[src/rtl/count_seq_pkg.sv]
// -----------------------------------------------------------------------------
// count_seq_pkg
//   Shared definitions for the count sequencer slice.
//   - cmd_op_e : command opcodes carried on cmd_op
//   - state_e  : sequencer FSM states
//   - state_is_busy() : true while a count is in progress (RUN or PAUSE)
// -----------------------------------------------------------------------------
package count_seq_pkg;

    typedef enum logic [1:0] {
        OP_START  = 2'b00,
        OP_PAUSE  = 2'b01,
        OP_RESUME = 2'b10,
        OP_ABORT  = 2'b11
    } cmd_op_e;

    typedef enum logic [1:0] {
        ST_IDLE  = 2'b00,
        ST_RUN   = 2'b01,
        ST_PAUSE = 2'b10,
        ST_DONE  = 2'b11
    } state_e;

    // A count is "in progress" while running or paused; a new START must wait.
    function automatic logic state_is_busy(input state_e s);
        return (s == ST_RUN) || (s == ST_PAUSE);
    endfunction

endpackage

[src/rtl/count_prescaler.sv]
// -----------------------------------------------------------------------------
// count_prescaler
//   Programmable tick generator. A down-counter loaded with div produces a
//   single-clock tick every div+1 enabled clocks (div=0 -> tick every clock).
//   Ports:
//     clk, rst_n : clock, asynchronous active-low reset
//     en         : count enable; phase holds while low
//     clr        : reload phase from div (highest priority, suppresses tick)
//     div        : divisor, reloaded on clr and on every tick
//     tick       : one-clock pulse when the phase reaches zero while enabled
// -----------------------------------------------------------------------------
module count_prescaler #(
    parameter int PRESCALE_W = 8
) (
    input  logic                  clk,
    input  logic                  rst_n,
    input  logic                  en,
    input  logic                  clr,
    input  logic [PRESCALE_W-1:0] div,
    output logic                  tick
);

    logic [PRESCALE_W-1:0] phase_q;

    // Tick is decoded from the registered phase so the owner sees it in the
    // same cycle it acts on it; a clear in that cycle cancels it.
    assign tick = en && !clr && (phase_q == '0);

    // NOTE: sequential state is always assigned with <= so every flop samples
    // values from before the edge, independent of statement order.
    always_ff @(posedge clk or negedge rst_n) begin
        if (!rst_n) begin
            phase_q <= '0;
        end else if (clr) begin
            phase_q <= div;
        end else if (en) begin
            if (phase_q == '0) begin
                phase_q <= div;
            end else begin
                phase_q <= phase_q - 1'b1;
            end
        end
    end

endmodule

[src/rtl/count_seq_ctrl.sv]
// -----------------------------------------------------------------------------
// count_seq_ctrl
//   Command-driven sequencer for a WIDTH-bit event counter. Commands arrive on
//   a valid/ready port and start, pause, resume or abort counting. Count ticks
//   are paced by count_prescaler; terminal count is flagged by tc_pulse and,
//   in one-shot mode, by the done level.
//   Ports:
//     clk, rst_n    : clock, asynchronous active-low reset
//     cmd_valid     : command present
//     cmd_ready     : low only while a START is presented during RUN/PAUSE
//     cmd_op        : 00 START, 01 PAUSE, 10 RESUME, 11 ABORT
//     cmd_target    : terminal value (START only)
//     cmd_div       : tick every cmd_div+1 clocks (START only)
//     cmd_periodic  : 1 auto-wrap at target, 0 one-shot (START only)
//     cnt_q         : current count
//     busy          : RUN or PAUSE
//     paused        : PAUSE
//     tc_pulse      : one clock when cnt_q becomes target
//     done          : one-shot count completed (DONE state)
// -----------------------------------------------------------------------------
module count_seq_ctrl
    import count_seq_pkg::*;
#(
    parameter int WIDTH      = 4,
    parameter int PRESCALE_W = 8
) (
    input  logic                  clk,
    input  logic                  rst_n,
    input  logic                  cmd_valid,
    output logic                  cmd_ready,
    input  logic [1:0]            cmd_op,
    input  logic [WIDTH-1:0]      cmd_target,
    input  logic [PRESCALE_W-1:0] cmd_div,
    input  logic                  cmd_periodic,
    output logic [WIDTH-1:0]      cnt_q,
    output logic                  busy,
    output logic                  paused,
    output logic                  tc_pulse,
    output logic                  done
);

    state_e                state_q;
    logic [WIDTH-1:0]      target_q;
    logic [PRESCALE_W-1:0] div_q;
    logic                  periodic_q;

    cmd_op_e               op;
    logic                  cmd_fire;
    logic                  start_fire;
    logic                  pause_fire;
    logic                  resume_fire;
    logic                  abort_fire;

    logic                  ps_en;
    logic                  ps_clr;
    logic [PRESCALE_W-1:0] ps_div;
    logic                  tick;

    logic [WIDTH-1:0]      cnt_next;
    logic                  hit_target;
    logic                  oneshot_end;

    // -------------------------------------------------------------------------
    // Command decode and tick arithmetic
    // -------------------------------------------------------------------------
    // NOTE: every signal driven here gets a default first, so no path through
    // the block can leave one unassigned and infer a latch.
    always_comb begin
        op          = cmd_op_e'(cmd_op);
        cmd_ready   = 1'b1;
        cmd_fire    = 1'b0;
        start_fire  = 1'b0;
        pause_fire  = 1'b0;
        resume_fire = 1'b0;
        abort_fire  = 1'b0;

        // Only a START against an active count is back-pressured; all other
        // out-of-place commands are taken and ignored by the FSM.
        if (cmd_valid && (op == OP_START) && state_is_busy(state_q)) begin
            cmd_ready = 1'b0;
        end

        cmd_fire = cmd_valid && cmd_ready;
        if (cmd_fire) begin
            unique case (op)
                OP_START:  start_fire  = 1'b1;
                OP_PAUSE:  pause_fire  = 1'b1;
                OP_RESUME: resume_fire = 1'b1;
                OP_ABORT:  abort_fire  = 1'b1;
            endcase
        end

        // The prescaler starts a fresh phase on START (using the new divisor
        // before it is latched) and on ABORT; it only advances while running.
        ps_clr = start_fire || abort_fire;
        ps_div = start_fire ? cmd_div : div_q;
        ps_en  = (state_q == ST_RUN);

        // Periodic wrap at target. With target=0 the natural modulo wrap is
        // the terminal event, so the explicit wrap is skipped and the count
        // still leaves zero on the first tick.
        if (periodic_q && (target_q != '0) && (cnt_q == target_q)) begin
            cnt_next = '0;
        end else begin
            cnt_next = cnt_q + 1'b1;
        end

        hit_target  = (cnt_next == target_q);
        oneshot_end = tick && hit_target && !periodic_q;
    end

    count_prescaler #(
        .PRESCALE_W (PRESCALE_W)
    ) u_prescaler (
        .clk   (clk),
        .rst_n (rst_n),
        .en    (ps_en),
        .clr   (ps_clr),
        .div   (ps_div),
        .tick  (tick)
    );

    // -------------------------------------------------------------------------
    // Sequencer FSM with registered status outputs
    // -------------------------------------------------------------------------
    // NOTE: the latched START parameters are ordinary control flops, so they
    // are reset along with the FSM rather than left to power-up values.
    always_ff @(posedge clk or negedge rst_n) begin
        if (!rst_n) begin
            state_q    <= ST_IDLE;
            cnt_q      <= '0;
            target_q   <= '0;
            div_q      <= '0;
            periodic_q <= 1'b0;
            busy       <= 1'b0;
            paused     <= 1'b0;
            tc_pulse   <= 1'b0;
            done       <= 1'b0;
        end else begin
            tc_pulse <= 1'b0;

            if (abort_fire) begin
                // ABORT overrides any tick landing on the same edge.
                state_q <= ST_IDLE;
                cnt_q   <= '0;
                busy    <= 1'b0;
                paused  <= 1'b0;
                done    <= 1'b0;
            end else begin
                unique case (state_q)
                    ST_IDLE, ST_DONE: begin
                        if (start_fire) begin
                            state_q    <= ST_RUN;
                            cnt_q      <= '0;
                            target_q   <= cmd_target;
                            div_q      <= cmd_div;
                            periodic_q <= cmd_periodic;
                            busy       <= 1'b1;
                            paused     <= 1'b0;
                            done       <= 1'b0;
                        end
                    end

                    ST_RUN: begin
                        if (tick) begin
                            cnt_q    <= cnt_next;
                            tc_pulse <= hit_target;
                        end
                        // A one-shot completion outranks a PAUSE on the same edge.
                        if (oneshot_end) begin
                            state_q <= ST_DONE;
                            busy    <= 1'b0;
                            done    <= 1'b1;
                        end else if (pause_fire) begin
                            state_q <= ST_PAUSE;
                            paused  <= 1'b1;
                        end
                    end

                    ST_PAUSE: begin
                        if (resume_fire) begin
                            state_q <= ST_RUN;
                            paused  <= 1'b0;
                        end
                    end

                    default: begin
                        state_q <= ST_IDLE;
                    end
                endcase
            end
        end
    end

endmodule

[config.mk]
export PLATFORM = sky130hd
export DESIGN_NAME = count_seq_ctrl
export DESIGN_NICKNAME = d
export VERILOG_FILES = /design/src/rtl/count_seq_pkg.sv /design/src/rtl/count_prescaler.sv /design/src/rtl/count_seq_ctrl.sv
export SDC_FILE = /design/constraint.sdc
export NUM_CORES = 1
export LEC_CHECK = 0
export CAP_MARGIN = 15
export CORE_MARGIN = 10
export CORE_UTILIZATION = 54
export DETAILED_ROUTE_END_ITERATION = 12
export HOLD_SLACK_MARGIN = 0.02
export MAX_ROUTING_LAYER = met4
export PLACE_DENSITY = 0.89
export SYNTH_ARGS = -nofsm -noshare
export SYNTH_HDL_FRONTEND = slang
export SYNTH_SLANG_ARGS = --single-unit
[constraint.sdc]
create_clock -name clk -period 2.7 [get_ports clk]
set_input_delay 0.27 -clock clk [delete_from_list [all_inputs] [get_ports clk]]
set_output_delay 0.27 -clock clk [all_outputs]
set_load 0.01 [all_outputs]
==> results.txt <==
Synthesis instantiated 55 different standard cells from the library. For the yosys synthesis warning count, the log shows 0. For this design the static power due to leakage is 0.944 nW. In the finished design, the share of the clock period the worst path needs comes to 96.4%. The register clock-pin slew on the reported worst setup and hold paths was 0.09 ns; the initial antenna violation count was 0.

For this run, asynchronously set or reset flops after synthesis account for 100%. Number of design rule violations left after detail routing: 0. The worst setup path is captured at a primary output. The logs give 776 um^2 for the sequential cell area in the final layout and 2.43 ns for the required time reported for the critical path endpoint. The tools report the root buffer cell as clkbuf_4.

The logs give 1606 for the total via count in the routed design and 0 for the post-cts hold buffer count. In this run, the number of DRC markers left after iteration 0 of detailed routing was 116. In this run the count of I/O pins placed on the die edge is 27.

The share of total power dissipated in the clock network is 11.0%. For the clock latency at the later pin of the worst-skew pair, the log shows 0.33 ns. Setup repair after global routing left no endpoint under its margin. Design internal power: 1.25 mW. At the placement stage, the worst setup path has a slack of 0.348 ns. Headroom to the max-slew limit came out at 62.5%. The layout-stage area growth over the synthesis result works out to 17.4%.

The global placer's final weighted congestion came out at 0.933. The run gives 5 as the total CTS buffers. The clock period minus final worst setup slack was 2.60 ns.

Summed over all failing endpoints, the final setup total negative slack is 0 ns. The multi-input combinational cells in the finished layout cover a total of 996 um^2. The tools report the total overflow reported by the global router as 0. Setup violations remaining at the end of the flow were counted as 0. The total area inside the core boundary comes to 3340 um^2.

The mean post-synth cell area works out to 9.06 um^2. The count of fill cells added during filler insertion came out at 275. The number of buffers inserted by port buffering works out to 26. The run finished with clean final reports. For this design the total switching power over the nets is 974 uW. Cells fill 65.7% of the core in the end. After floorplanning, the core was divided into 21 placement rows.

The power per unit of standard cell area was 1020 nW/um^2; the achievable frequency was 384 MHz. The overall die area is 6210 um^2. After clock tree synthesis, the repair step resized 0 gates. In the final routed layout, each cell accounts on average for 15.0 um.

Post-detailed-route via-to-cell ratio: 5.78. The number of nets handed over by synthesis was 229. For the pin with the worst max-slew slack, the measured transition is 0.557 ns. Main flop type after synthesis: dfrtp_1.

Combinational cells account for 49.8% of the total power. Global routing used 14.6% of the available tracks. The initial utilization of the core area, before any placement, comes to 55.9%. Hold is met by 0.320 ns.

The logs give 39.3% for the register share of total power and 3.22 mm for the HPWL after detailed placement. The synthesized netlist occupies a cell area of 1870 um^2. In the layout the commonest cells are nand2_1, dfrtp_1, clkdlybuf4s50_1.

The share of final-layout standard cells stronger than drive strength 1 was 10.8%; the first-pass GRT wire length was 7.27 mm. The pre-antenna-repair detailed-routing pass consisted of 4 iterations. The tools report the final worst setup slack as 0.0981 ns. TritonCTS built the clock tree.

Synthesis handed over a netlist of 206 instances. The net switching share of the total power is 43.8%, and the number of setup buffers added after CTS is 0. In this run the worst hold path is classified as input pin to asynchronous set/reset pin. The largest clock skew in the final design was 0.00667 ns; the net total in the final layout was 256.

The tools report the peak supply drop as 0.465 mV. The tool flagged a number of max-cap violations equal to 0. The data arrival at the endpoint of the critical path was 2.33 ns; the number of clock sinks was 31.

Number of hold-slack violations in the final timing report: 0. The library cell used most frequently in the layout, excluding fill and tap cells, is nand2_1. The number of routed nets with antenna violations is 0. In this run, synthesis inferred 0 flip-flops with an integrated enable. Entering global routing, the biggest net connects 32 pins. CTS built an H-tree with a depth of 2. The flip-flop and latch count after synthesis was 31.

From bottom edge to top edge, the die measures 78.8 um. The number of slew-limit violations in the final report was 0. The critical path is of the flop to primary output type. Sequential cells were found to cover 41.6% of the synthesized design area. For this block, the routed nets add up to 4.17 mm of wire.

The tools report the via count of the first global-routing pass as 1621. The maximum number of buffers from clock root to sink is 2, and the count of antenna diodes in the layout is 0. The worst setup path is launched from a flop. Measured along the x axis, the die boundary spans 78.8 um. The peak fanout along the critical path is 7.
-- cell families (layout without fill, tap and decap cells) --
group / after synthesis / after routing / synth area share, %
AOI/OAI and AO/OA: 55 / 55 / 21.6
xor gates and xnor gates: 6 / 6 / 3.22
adders and majority gates: 5 / 5 / 3.35
buffers and inverters: 19 / 45 / 5.03
DFF: 31 / 31 / 41.6
muxes: 2 / 2 / 1.21
and+or+nand+nor: 88 / 88 / 24.0
-- power groups by stage --
| stage | registers (mW) | logic (mW) | clock network [mW] |
|---|---|---|---|
| 5_1_grt | 0.907 | 1.24 | 0.268 |
| 3_5_place_dp | 0.880 | 1.10 | 0 |
| 2_1_floorplan | 0.830 | 0.843 | 0 |
| 6_report | 0.873 | 1.11 | 0.244 |
| 4_1_cts | 0.870 | 1.11 | 0.245 |
| 3_3_place_gp | 0.866 | 1.06 | 0 |
-- state kept, by name, summed over array words and instances, names as in the netlist --
signal,count
busy,1
cnt_q,4
div_q,8
done,1
paused,1
periodic_q,1
state_q,2
target_q,4
tc_pulse,1
u_prescaler.phase_q,8
-- per-stage QoR --
step           instance area (um^2)  instances  power [mW]
4_1_cts                        2190        278        2.22
3_5_place_dp                   2150        272        1.98
3_3_place_gp                   2150        272        1.92
5_1_grt                        2190        278        2.41
6_report                       2190        278        2.22
2_1_floorplan                  1870        206        1.67
-- per-layer routing --
layer  GRT usage [%]  up-vias  part of all wire [%]
met4            6.27        0                   2.2
li1                -      780                     -
met5               -        -                     0
met2            25.5       43                    52
met1            15.6      770                    41
met3            3.38       13                   4.6
-- synthesized netlist by cell type, types with 2 or more instances --
library cell   n  area [um^2]
buf_6          2         22.5
nor2_1         4         15.0
a211oi_1       2         15.0
nor3_1         7         35.0
buf_4          2         15.0
a31oi_1        2         12.5
o22ai_1        2         12.5
clkbuf_1       5         18.8
mux2_2         2         22.5
and2_1         3         18.8
nand2_1       51          191
inv_1         10         37.5
nand3_1        5         25.0
a21boi_0       2         15.0
xnor2_1        4         35.0
dfrtp_1       31          776
o21ai_0       15         75.1
a22oi_1        2         15.0
nor3b_1        2         15.0
o21ai_1        4         20.0
o211ai_1       2         15.0
ha_1           5         62.6
a21oi_1        9         45.0
or2_2          2         12.5
-- final timing paths --
kind / startpoint / end / slack, ns / cells past startpoint
hold / removal: rst_n / state_q[1]$_DFFE_PN0P_ / 0.32 / 2
hold reg to reg: div_q[6]$_DFFE_PN0P_ / div_q[6]$_DFFE_PN0P_ / 0.49 / 2
setup reg to reg: state_q[0]$_DFFE_PN0P_ / paused$_DFFE_PN0P_ / 0.44 / 7
setup / recovery: state_q[0]$_DFFE_PN0P_ / cmd_ready / 0.1 / 4
min in group clk: cmd_target[0] / target_q[0]$_DFFE_PN0P_ / 0.46 / 3
max in group asynchronous: rst_n / u_prescaler.phase_q[1]$_DFFE_PN0P_ / 2.08 / 2
-- critical path: stages, from the launching register on --
cell and delay [ns]:
dfrtp_1 0.38, inv_1 0.05, ha_1 0.38, or4b_2 0.68, clkdlybuf4s50_1 0.50
-- final cells by class --
cell class	count	area share (%)
Inverter	10	1.71
Multi-Input combinational cell	156	45.5
Timing Repair Buffer	29	12.9
Clock buffer	6	1.88
Sequential cell	31	35.4
Tap cell	46	2.63
No activity file was read; power rests on OpenSTA's default activity.
